===== src/rtl/ghash_stream.sv =====
// ghash_stream: streaming digit-serial GHASH and GCM tag engine (DIGIT_W bits of X per cycle).
// Defining GHASH_TAG_CHECK_EN adds the received-tag register and comparator behind oAuthentic.
module ghash_stream #(
  parameter int DIGIT_W = 8,
  parameter int LEN_W   = 36
) (
  input  logic         iClk,
  input  logic         iRstn,
  input  logic         iStart,
  input  logic [0:127] iHashKey,
  input  logic [0:127] iEky0,
  input  logic         iEky0_valid,
  input  logic [0:127] iData,
  input  logic [4:0]   iDataBytes,
  input  logic         iDataIsAad,
  input  logic         iDataLast,
  input  logic         iData_valid,
  output logic         oData_ready,
  input  logic [0:127] iTag,
  input  logic         iTag_valid,
  output logic [0:127] oTag,
  output logic         oTag_valid,
  output logic         oAuthentic,
  output logic         oError,
  output logic         oBusy
);

  localparam int N = 128 / DIGIT_W;
  localparam logic [0:127] R_POLY = {8'hE1, 120'd0};

  typedef enum logic [2:0] {IDLE, ACCEPT, MULT, LENBLK, FINAL, DONE} state_t;

  state_t state, state_n;

  logic [0:127]     h, x, z, v, y, eky, tag_q;
  logic [LEN_W-1:0] len_a, len_c;
  logic [7:0]       cnt;
  logic             aad_closed, last_q, eky_flag, err_q;

  logic         hs, bad_len, bad_order, empty_last, do_mult, mult_done;
  logic [7:0]   bit_cnt;
  logic [0:127] data_mask, masked, len_block;
  logic [0:127] z_n, v_n, x_n;

  assign hs         = (state == ACCEPT) & iData_valid & ~iStart;
  assign bad_len    = iDataBytes > 5'd16;
  assign bad_order  = iDataIsAad & aad_closed;
  assign empty_last = (iDataBytes == 5'd0) & iDataLast & ~bad_order;
  assign do_mult    = (iDataBytes != 5'd0) & ~bad_len & ~bad_order;
  assign mult_done  = (cnt == 8'(N - 1));

  // Byte 0 sits at bits [0:7], so keeping the first bit_cnt bits keeps the valid bytes.
  assign bit_cnt   = {iDataBytes, 3'b000};
  assign data_mask = ~({128{1'b1}} >> bit_cnt);
  assign masked    = iData & data_mask;
  assign len_block = {64'(len_a), 64'(len_c)};
  assign x_n       = x << DIGIT_W;

  // One digit of the right-shift GF(2^128) multiply: X is consumed MSB-first from bit 0.
  always_comb begin
    z_n = z;
    v_n = v;
    for (int i = 0; i < DIGIT_W; i++) begin
      if (x[i]) z_n = z_n ^ v_n;
      v_n = (v_n >> 1) ^ (v_n[127] ? R_POLY : 128'd0);
    end
  end

  always_ff @(posedge iClk) begin
    if (!iRstn) state <= IDLE;
    else        state <= state_n;
  end

  always_comb begin
    state_n = state;
    case (state)
      ACCEPT: begin
        if (hs && do_mult)         state_n = MULT;
        else if (hs && empty_last) state_n = LENBLK;
      end
      MULT:    if (mult_done) state_n = last_q ? LENBLK : ACCEPT;
      LENBLK:  if (mult_done) state_n = FINAL;
      FINAL:   if (eky_flag)  state_n = DONE;
      default: state_n = state;
    endcase
    if (iStart) state_n = ACCEPT;
  end

  always_comb begin
    oData_ready = 1'b0;
    oTag_valid  = 1'b0;
    oBusy       = 1'b0;
    case (state)
      ACCEPT:  begin oData_ready = ~iStart; oBusy = 1'b1; end
      MULT,
      LENBLK,
      FINAL:   oBusy = 1'b1;
      DONE:    oTag_valid = 1'b1;
      default: ;
    endcase
  end

  assign oTag   = tag_q;
  assign oError = err_q;

  always_ff @(posedge iClk) begin
    if (!iRstn) begin
      h          <= '0;
      x          <= '0;
      z          <= '0;
      v          <= '0;
      y          <= '0;
      eky        <= '0;
      tag_q      <= '0;
      len_a      <= '0;
      len_c      <= '0;
      cnt        <= '0;
      aad_closed <= 1'b0;
      last_q     <= 1'b0;
      eky_flag   <= 1'b0;
      err_q      <= 1'b0;
    end else if (iStart) begin
      h          <= iHashKey;
      x          <= '0;
      z          <= '0;
      v          <= '0;
      y          <= '0;
      eky        <= '0;
      tag_q      <= '0;
      len_a      <= '0;
      len_c      <= '0;
      cnt        <= '0;
      aad_closed <= 1'b0;
      last_q     <= 1'b0;
      eky_flag   <= 1'b0;
      err_q      <= 1'b0;
    end else begin
      err_q <= hs & (bad_len | bad_order);
      if (iEky0_valid) begin
        eky      <= iEky0;
        eky_flag <= 1'b1;
      end
      case (state)
        ACCEPT: begin
          if (hs && do_mult) begin
            x      <= y ^ masked;
            z      <= '0;
            v      <= h;
            cnt    <= '0;
            last_q <= iDataLast;
            if (iDataIsAad) begin
              len_a <= len_a + LEN_W'(bit_cnt);
            end else begin
              len_c      <= len_c + LEN_W'(bit_cnt);
              aad_closed <= 1'b1;
            end
          end else if (hs && empty_last) begin
            x   <= y ^ len_block;
            z   <= '0;
            v   <= h;
            cnt <= '0;
          end
        end
        MULT, LENBLK: begin
          z   <= z_n;
          v   <= v_n;
          x   <= x_n;
          cnt <= cnt + 8'd1;
          if (mult_done) begin
            cnt <= '0;
            y   <= z_n;
            // The length block follows the last data block without returning to ACCEPT.
            if (state == MULT && last_q) begin
              x <= z_n ^ len_block;
              z <= '0;
              v <= h;
            end
          end
        end
        FINAL:   if (eky_flag) tag_q <= y ^ eky;
        default: ;
      endcase
    end
  end

`ifdef GHASH_TAG_CHECK_EN
  logic [0:127] rx_tag;
  logic         rx_flag;

  always_ff @(posedge iClk) begin
    if (!iRstn) begin
      rx_tag  <= '0;
      rx_flag <= 1'b0;
    end else if (iStart) begin
      rx_tag  <= '0;
      rx_flag <= 1'b0;
    end else if (iTag_valid) begin
      rx_tag  <= iTag;
      rx_flag <= 1'b1;
    end
  end

  assign oAuthentic = oTag_valid & rx_flag & (rx_tag == tag_q);
`else
  logic unused_tag;
  assign unused_tag = ^{iTag, iTag_valid};
  assign oAuthentic = 1'b0;
`endif

endmodule

===== config.mk =====
export PLATFORM = sky130hd
export DESIGN_NAME = ghash_stream
export DESIGN_NICKNAME = d
export VERILOG_FILES = /design/src/rtl/ghash_stream.sv
export SDC_FILE = /design/constraint.sdc
export NUM_CORES = 2
export LEC_CHECK = 0
export CAP_MARGIN = 10
export CORE_MARGIN = 2
export CORE_UTILIZATION = 57
export DETAILED_ROUTE_END_ITERATION = 8
export PLACE_DENSITY = 0.8
export SYNTH_ARGS = -nofsm -noshare
export SYNTH_HDL_FRONTEND = slang
export SYNTH_SLANG_ARGS = --single-unit

===== constraint.sdc =====
create_clock -name iClk -period 4.8 [get_ports iClk]
set_input_delay 0.96 -clock iClk [delete_from_list [all_inputs] [get_ports iClk]]
set_output_delay 0.96 -clock iClk [all_outputs]
set_load 0.02 [all_outputs]

==> impl_results.md <==
* Register-to-register setup slack at 1.41 ns
* Endpoint class of the critical path: flop
* CP max stage delay at 0.77 ns
* IO Port Bufs at 527
* Status: finished, final reports clean
* Critical Path Fanout Max at 27
* Least-Margin Pin Slew at 1.10 ns
* CTS tree: yes
* Synth Warn # at 0
* CTS buffer count at 103
* Max-cap violation count at 0
* Setup violators final at 0
* Fill cell count at 7795
* Worst setup path startpoint: iDataBytes[1]
* Chip width at 316 um
* Crit Reg-Reg Startpoint: state[2]
* Clock root buffer: clkbuf_16
* Fmax achieved at 247 MHz
* Crit path max-delay cell type: or3_2
* Yosys top cell by area: dfxtp_1
* Core Area at 96700 um2
* DR iter-0 viols at 6469
* CP top delay family: simple AND/OR/NAND/NOR gates
* Layout Area Growth over Synthesis at 17.3%
* Critical Path End: x[4]
* Crit start category: input port
* Global routing usage on met3 at 0.0888
* Setup TNS at 0 ns
* Clk sink count at 977
* Starting Density at 0.575
* Post-DP HPWL at 129000 um
* CTS Buffer Depth at 3
* RSZ-0062 raised after global routing: false
* Register-to-Register Path Depth at 7
* Die Footprint at 100000 um2
* EDFF count, synth at 0
* Mapped Area at 55600 um2
* Post-CTS sizing at 0
* Die H at 316 um
* Initial antenna violation count at 33
* Share of cells above drive strength 1 at 0.0479
* Hold Path Class: reg2reg
* GR peak layer: met2
* Residual DRC at 0
* Leakage power at 22.9 nW
* Clock latency at the later pin of the worst-skew pair at 0.70 ns
* DR vias at 50514
* Pins Over Slew Limit at 0
* Hold buffers post-CTS at 0
* WL/cell at 22.2 um
* Final period utilization at 0.843
* Top cell type's share of synthesized area at 0.352
* # IOs at 658
* Post-CTS setup buffers at 0
* Kind of critical path: in2reg
* #FFs+latches synth at 977
* Syn Nets at 7471
* Vias in the first global route at 46384
* Most frequent cells in the layout: nand2_1 (1540), dfxtp_1 (969), nor2_1 (950)
* Pwr dens at 278 nW/um2
* GPL Wtd Cong at 0.941
* Utilization after layout at 0.674
* Post-synth ARST share at 0
* Hold Fails Final Rpt at 0
* Setup slack after layout at 0.754 ns
* Normalized max-slew margin at 0.268
* Primary FF master, synth: dfxtp_1
* Max IR drop VDD at 254 uV
* Min cycle time layout at 4.05 ns
* # rows at 114
* CP cell instances: clkdlybuf4s50_1 > nor2_1 > nand2_1 > inv_1 > ha_1 > a21bo_2 > or3_2 > a21oi_1 > nand2_1 > xnor2_1 > a221oi_1 > a221oi_1
* Clock-pin slew on the worst setup and hold paths at 0.06 ns
* Most common cell after layout, fill and taps aside: nand2_1
* Largest net degree at the start of global routing at 146
* Clock skew at 0.0165 ns
* Pre-CTS setup slack at 0.121 ns
* First-pass GRT wire length at 280000 um
* CP Buf/Inv Count at 2
* Routing usage on met2 at 0.528
* Via density per instance at 5.98
* H-tree depth at 3
* GRT met1 Usage at 0.489
* WL final at 188000 um
* Nets at 7600
* Arr. time, crit path at 4.59 ns
* Seq/Total Area, Yosys at 0.352
* Drt pass-1 iters at 6
* Top cells by area, synth: dfxtp_1 (35%), xnor2_1 (15%), nand2_1 (10%), nor2_1 (6.4%), xnor3_1 (5.1%)
* ANT nets after route at 0
* Mapped Cells at 6931
* Syn_area_per_cell at 8.02 um2
* R2R Path End: x[4]
* Netlist cell types at 64
* Critical Path Stages at 12
* GRT overflow at 0
* CP required at 5.34 ns
* GRT Util Overall at 0.360
==> cell type report <==
class                      count  area (um2)  share of cell area
sequential                   977       19600               0.300
tap                         1276        1600              0.0245
timing repair buffer         650        6610               0.101
clock buffer                 152        3070              0.0470
antenna                       32        80.1             0.00123
inverter                      24        92.6             0.00142
multi-input combinational   5304       33600               0.516
clock inverter                35         557             0.00854
==> power by group <==
part | leakage [nW] | internal, mW | switching [mW]
clock network | 1.76 | 5.07 | 3.47
registers | 7.92 | 8.24 | 0.170
logic | 13.2 | 0.570 | 0.623
==> worst min-delay path by stage <==
stage                       from      to  cells after the start
after floorplan           cnt[7]  cnt[7]                      1
after global placement    cnt[7]  cnt[7]                      1
after detailed placement  cnt[7]  cnt[7]                      1
after CTS                 cnt[7]  cnt[7]                      1
after global routing      cnt[7]  cnt[7]                      1
final                     cnt[7]  cnt[7]                      1
==> stage by stage <==
stage	power, mW	hold WS, ns	instances	cell area (um2)
after floorplan	9.13	0.423	6931	55600
after global placement	9.73	0.440	8231	61500
after detailed placement	9.75	0.447	8231	61500
after CTS	18.2	0.455	8418	65100
after global routing	18.6	0.481	8440	65200
final	18.1	0.456	8450	65200
==> cell families after synthesis <==
family	synth area share
and+or+nand+nor	0.187
xor gates and xnor gates	0.236
AOI/OAI and AO/OA	0.128
DFF	0.352
buffers and inverters	0.0450
muxes	0.0490
adders and majority gates	0.00365
other	0.0000674
==> per-layer routing <==
layer  wire, um  part of all wire
met1      75000              0.40
met2      79700              0.42
met3      22700              0.12
met4      10100             0.054
met5         79           0.00042
==> registers in the layout, summed over array words and instances, names as in the netlist, 33 cells and up <==
register  cells
len_a        33
x           128
oTag        128
len_c        33
v           128
h           128
y           128
eky         128
z           128
==> synth_stat cells (28+ instances only) <==
| library cell | instances |
|---|---|
| clkbuf_1 | 440 |
| buf_1 | 153 |
| a211oi_1 | 137 |
| a22oi_1 | 119 |
| a221oi_1 | 110 |
| xnor3_1 | 125 |
| a21oi_1 | 364 |
| and3_1 | 31 |
| nand2_1 | 1543 |
| nor2_1 | 953 |
| xor2_1 | 244 |
| nand3_1 | 42 |
| buf_2 | 28 |
| xnor2_1 | 921 |
| o21ai_0 | 142 |
| a311oi_1 | 119 |
| dfxtp_1 | 977 |
| mux2i_1 | 269 |
No activity file was read; power rests on OpenSTA's default activity.
